===== config.mk =====
export PLATFORM = sky130hd
export DESIGN_NAME = wb_reg_file
export DESIGN_NICKNAME = d
export VERILOG_FILES = /design/src/rtl/wb_reg_file_pkg.sv /design/src/rtl/wb_reg_file_wb_mux.sv /design/src/rtl/wb_reg_file.sv
export SDC_FILE = /design/constraint.sdc
export NUM_CORES = 2
export LEC_CHECK = 0
export ABC_CLOCK_PERIOD_IN_PS = 4900
export CAP_MARGIN = 20
export CORE_UTILIZATION = 40
export CTS_CLUSTER_DIAMETER = 40
export CTS_CLUSTER_SIZE = 14
export DETAILED_ROUTE_END_ITERATION = 16
export GPL_ROUTABILITY_DRIVEN = 0
export SLEW_MARGIN = 20
export SYNTH_ARGS = -nofsm -noshare
export SYNTH_HDL_FRONTEND = slang
export SYNTH_SLANG_ARGS = --single-unit

===== constraint.sdc =====
create_clock -name clk_i -period 4.9 [get_ports clk_i]
set_clock_uncertainty 0.15 [all_clocks]
set_input_delay 0.735 -clock clk_i [delete_from_list [all_inputs] [get_ports clk_i]]
set_output_delay 0.735 -clock clk_i [all_outputs]
set_load 0.02 [all_outputs]

===== src/rtl/wb_reg_file_pkg.sv =====
// Shared definitions for the writeback stage and register file: widths,
// index/word types, the zero-register constant and the MemToReg encoding.
package wb_reg_file_pkg;

  localparam int unsigned DATA_W_DEF = 32;
  localparam int unsigned ADDR_W_DEF = 5;

  typedef logic [DATA_W_DEF-1:0] word_t;
  typedef logic [ADDR_W_DEF-1:0] reg_idx_t;

  localparam reg_idx_t REG_ZERO = '0;

  // Same encoding as the control unit drives into MEM/WB.
  typedef enum logic {
    MEMTOREG_ALU = 1'b0,
    MEMTOREG_MEM = 1'b1
  } memtoreg_e;

endpackage


===== src/rtl/wb_reg_file_wb_mux.sv =====
// 2:1 writeback select (ALU result vs. load data); also instantiated by the
// forwarding unit so both sides agree on the writeback value.
module wb_mux
  import wb_reg_file_pkg::*;
#(
  parameter int unsigned DATA_W = DATA_W_DEF
) (
  input  logic              MemToReg_i,
  input  logic [DATA_W-1:0] ALU_Res_i,
  input  logic [DATA_W-1:0] Read_Data_i,
  output logic [DATA_W-1:0] WB_Data_o
);

  always_comb begin
    WB_Data_o = ALU_Res_i;
    if (memtoreg_e'(MemToReg_i) == MEMTOREG_MEM) begin
      WB_Data_o = Read_Data_i;
    end
  end

endmodule


===== src/rtl/wb_reg_file.sv =====
// Writeback-side register file: commits the MEM/WB value, serves two async
// read ports and counts commits. Define WB_BYPASS_EN for write-before-read.
module wb_reg_file
  import wb_reg_file_pkg::*;
#(
  parameter int unsigned DATA_W = DATA_W_DEF,
  parameter int unsigned ADDR_W = ADDR_W_DEF,
  parameter int unsigned CNT_W  = 32
) (
  input  logic              clk_i,
  input  logic              rst_i,
  input  logic              RegWrite_i,
  input  logic              MemToReg_i,
  input  logic [DATA_W-1:0] ALU_Res_i,
  input  logic [DATA_W-1:0] Read_Data_i,
  input  logic [ADDR_W-1:0] RdAddr_i,
  input  logic [ADDR_W-1:0] RSaddr_i,
  input  logic [ADDR_W-1:0] RTaddr_i,
  output logic [DATA_W-1:0] RSdata_o,
  output logic [DATA_W-1:0] RTdata_o,
  output logic [DATA_W-1:0] WB_Data_o,
  output logic [CNT_W-1:0]  WB_Count_o
);

  localparam int unsigned DEPTH = 2 ** ADDR_W;
  localparam logic [ADDR_W-1:0] ZERO_IDX = ADDR_W'(REG_ZERO);

  logic [DATA_W-1:0] regs_q [DEPTH];
  logic [CNT_W-1:0]  count_q, count_d;
  logic [DATA_W-1:0] wb_data;
  logic              wr_req;
  logic              commit;

  wb_mux #(
    .DATA_W(DATA_W)
  ) u_wb_mux (
    .MemToReg_i (MemToReg_i),
    .ALU_Res_i  (ALU_Res_i),
    .Read_Data_i(Read_Data_i),
    .WB_Data_o  (wb_data)
  );

  assign WB_Data_o = wb_data;

  // Writes to r0 are architectural no-ops and are not counted.
  assign wr_req = RegWrite_i && (RdAddr_i != ZERO_IDX);
  assign commit = wr_req && !rst_i;

  always_comb begin
    count_d = count_q;
    if (commit) begin
      count_d = count_q + CNT_W'(1);
    end
  end

  always_ff @(posedge clk_i) begin
    if (rst_i) begin
      for (int unsigned i = 0; i < DEPTH; i++) begin
        regs_q[i] <= '0;
      end
      count_q <= '0;
    end else begin
      if (commit) begin
        regs_q[RdAddr_i] <= wb_data;
      end
      count_q <= count_d;
    end
  end

  always_comb begin
    RSdata_o = regs_q[RSaddr_i];
    RTdata_o = regs_q[RTaddr_i];
`ifdef WB_BYPASS_EN
    if (wr_req && (RSaddr_i == RdAddr_i)) begin
      RSdata_o = wb_data;
    end
    if (wr_req && (RTaddr_i == RdAddr_i)) begin
      RTdata_o = wb_data;
    end
`endif
    if (RSaddr_i == ZERO_IDX) begin
      RSdata_o = '0;
    end
    if (RTaddr_i == ZERO_IDX) begin
      RTdata_o = '0;
    end
  end

  assign WB_Count_o = count_q;

endmodule


==> results by group <==
Global routing
  – Vias in the first global route: ~37k
  – Final global-route overflow total: 0
  – Pin count of the biggest net entering global routing: 56
  – GRT Total Usage: ~28%
  – Initial antenna violation count: 2
  – First-pass GRT wire length: roughly 270,000 um

Clocking
  – # hold bufs at CTS: 0
  – Clock transition at path regs: ~0.050 ns
  – Max clock buf depth: 3
  – Postcts setup bufs: 0
  – CTS tree: done
  – PostCTS Resize Cnt: 0
  – Skew-Pair Late Insertion Delay: approximately 0.77 ns
  – CTS buffer count: around 150
  – CTS HTree Levels: 4
  – Clk root buf: clkbuf_16
  – CTS sink cnt: between 1k and 1.5k

Place
  – Post-Place Cells: between 5k and 6k
  – Input/output buffers: 210
  – DP HPWL: 119,000 um
  – Dpl ws: 0.338 ns

Floorplanning
  – Die area: between 100,000 and 150,000 um2
  – Starting Density: between 40% and 50%
  – Core area: 134,000 um2
  – # IOs: approximately 210
  – Die height: about 370 um
  – FP Rows: ~130
  – Die Wd: between 300 and 400 um

Power and ir drop
  – Total power: 0.0251 W
  – Worst IR drop on VDD: approximately 400 uV
  – Leakage: around 23 nW
  – PD cells: approximately 390 nW/um2

Timing
  – Sum Neg Setup Slack: 0 ns
  – Hold violation total from the final report: 0
  – Period utilization: a little over nine tenths
  – Endpoints failing setup: 0
  – Slack of the critical path: between 0.2 and 0.25 ns
  – Measured slew at the worst slew-check pin: around 0.96 ns
  – Max-slew headroom: between 30% and 40%
  – Top achievable clock speed: 214 MHz
  – Max Slew Vio Count: 0
  – RSZ-0062 raised after global routing: false
  – Fin crit period: 4.68 ns

Worst hold path
  – Worst min path class: reg -> reg
  – Hold wc startpoint: WB_Count_o[21]
  – Hold Path Sink: WB_Count_o[21]
  – Hold Path Cell Cnt: 2

Synthesis
  – Mapped Cells: 3,790
  – Top-count cell post-synth: edfxtp_1
  – Most common flop cell mapped by yosys: edfxtp_1
  – Yosys reg bits: 1,056
  – Async set or reset register ratio after synthesis: 0%
  – Largest area contributor in the netlist: edfxtp_1
  – Mapped Area: 54,200 um2
  – Seq/Total Area, Yosys: between 50% and 60%
  – Area contributors post-synth: edfxtp_1, mux4_2, nor2_1
  – Yosys cell types: 54
  – Commonest cells post-synth: edfxtp_1, nor2_1, mux4_2
  – Synth top area share: a little under three fifths
  – Avg Cell Area, Syn: around 14 um2
  – Post-synth EDFFs: slightly above 1k
  – Synth warn: 0

Finish
  – Finished Core Util: about half
  – Layout Nets: between 4k and 5k
  – Area delta synth->final: 19.6%
  – Fillers: 11.4k
  – Cell Count, Final, Fillers Out: approximately 5.9k
  – Share of cells above drive strength 1: about a quarter

Drt
  – DR top layer: met5
  – Vias per cell: about 6.4
  – First-pass DRT Iterations: 7
  – Sum of routed wire segments on met1: a little over 70,000 um
  – Starting DRT DRC Count: around 5.5k
  – Met2 Wirelength: 91,700 um
  – Wirelength per Cell: 33.1 um
  – DR vias: around 38k
  – Total wire length: roughly 200,000 um
  – Post-DRT Antenna Nets: 0
  – Met3 WL: approximately 22,000 um
  – DRC: 0

Worst setup path
  – Critical R2R Launch: WB_Count_o[2]
  – Critical-path maximum fanout: 32
  – Crit path capture type: primary output
  – R2r setup slk: between 2 and 2.5 ns
  – Worst Path Class, Setup: in -> out
  – Arr. time, crit path: roughly 3.8 ns
  – R2R Path End: WB_Count_o[27]
  – CP startpoint kind: primary input
  – R2r worst-path depth: 4
  – Critical Path RT: between 4 and 5 ns

Run
  – Max-cap violations: 0

Run status
  – Status: finished, final reports clean
where the power goes:
part | internal (W) | total (W) | switching, W
Clock | 0.00674 | 0.0112 | 0.00443
Sequential | 0.0104 | 0.0106 | 0.000243
Combinational | 0.00135 | 0.00327 | 0.00192
Total | 0.0185 | 0.0251 | 0.00659
layout make-up:
type | instances | area (um2) | share of cell area (%)
Sequential cell | 1056 | 31400 | 48.4
Multi-Input combinational cell | 2311 | 21300 | 32.9
Timing Repair Buffer | 439 | 4570 | 7.05
Clock buffer | 174 | 4030 | 6.23
Tap cell | 1768 | 2210 | 3.41
Clock inverter | 107 | 1120 | 1.73
Inverter | 38 | 148 | 0.228
Antenna cell | 1 | 2.50 | 0.00386
cells by family after synthesis:
group           Yosys count  synth area share [%]
simple gates           1163                  8.77
flops                  1056                  58.0
mux                     743                  24.1
buf+inv                 454                  4.08
compound gates          368                  5.01
xor+xnor                  4                0.0647
fa+ha+maj                 1                0.0231
other cells               1               0.00692
how the worst max path moves through the flow:
stage / from / endpoint / slack [ns] / cells after the start
floorplan: RTaddr_i[2] / RTdata_o[1] / 1.77 / 8
global placement: RSaddr_i[1] / RSdata_o[1] / 0.36 / 8
detailed placement: RSaddr_i[0] / RSdata_o[8] / 0.34 / 9
CTS: RSaddr_i[0] / RSdata_o[8] / 0.32 / 9
global route: RSaddr_i[0] / RSdata_o[8] / 0.20 / 9
finish: RSaddr_i[0] / RSdata_o[8] / 0.22 / 9
metal layers:
| layer | vias to the layer above | GRT usage [%] |
|---|---|---|
| li1 | 15100 | - |
| met1 | 19500 | 36.9 |
| met2 | 2605 | 44.8 |
| met3 | 465 | 6.64 |
| met4 | 2 | 13.1 |
| met5 | - | 0 |
registers in the layout, summed over array words and instances (netlist names):
signal and cells:
WB_Count_o 32, regs_q 1024
critical path, stage by stage:
cell and delay, ns:
buf_4 0.39, buf_12 0.23, nor2b_4 0.05, buf_4 0.34, a221oi_1 0.36, o21ai_0 0.18
a31oi_1 0.66, buf_4 0.22, clkdlybuf4s50_1 0.59
stage by stage:
stage	area [um2]	hold slack [ns]
CTS	64800	0.340
floorplan	54300	0.409
finish	64800	0.338
detailed placement	59600	0.333
global placement	59600	0.324
global route	64800	0.384
cells in the final DEF, fill, tap and decap left out, drive strengths merged, types with 2 or more instances in the layout:
cell type	n
o2111ai	3
nor2b	12
nand3b	4
mux4	448
o21ai	74
mux2	6
dfxtp	32
nor2	1012
and2	4
conb	32
or4	12
a221oi	64
nand2	34
inv	65
edfxtp	1024
o211ai	2
mux2i	289
xor2	3
clkdlybuf4s50	198
buf	241
nor3b	4
and3b	2
nor4	5
a31oi	64
a221o	64
nand3	13
nand4	6
bufinv	14
and4	6
and3	2
o31ai	12
clkbuf	174
a22oi	64
nor4b	3
or3	10
nand2b	32
clkinv	44
clkinvlp	22
a21oi	21
(Power assumes the default switching activity.)
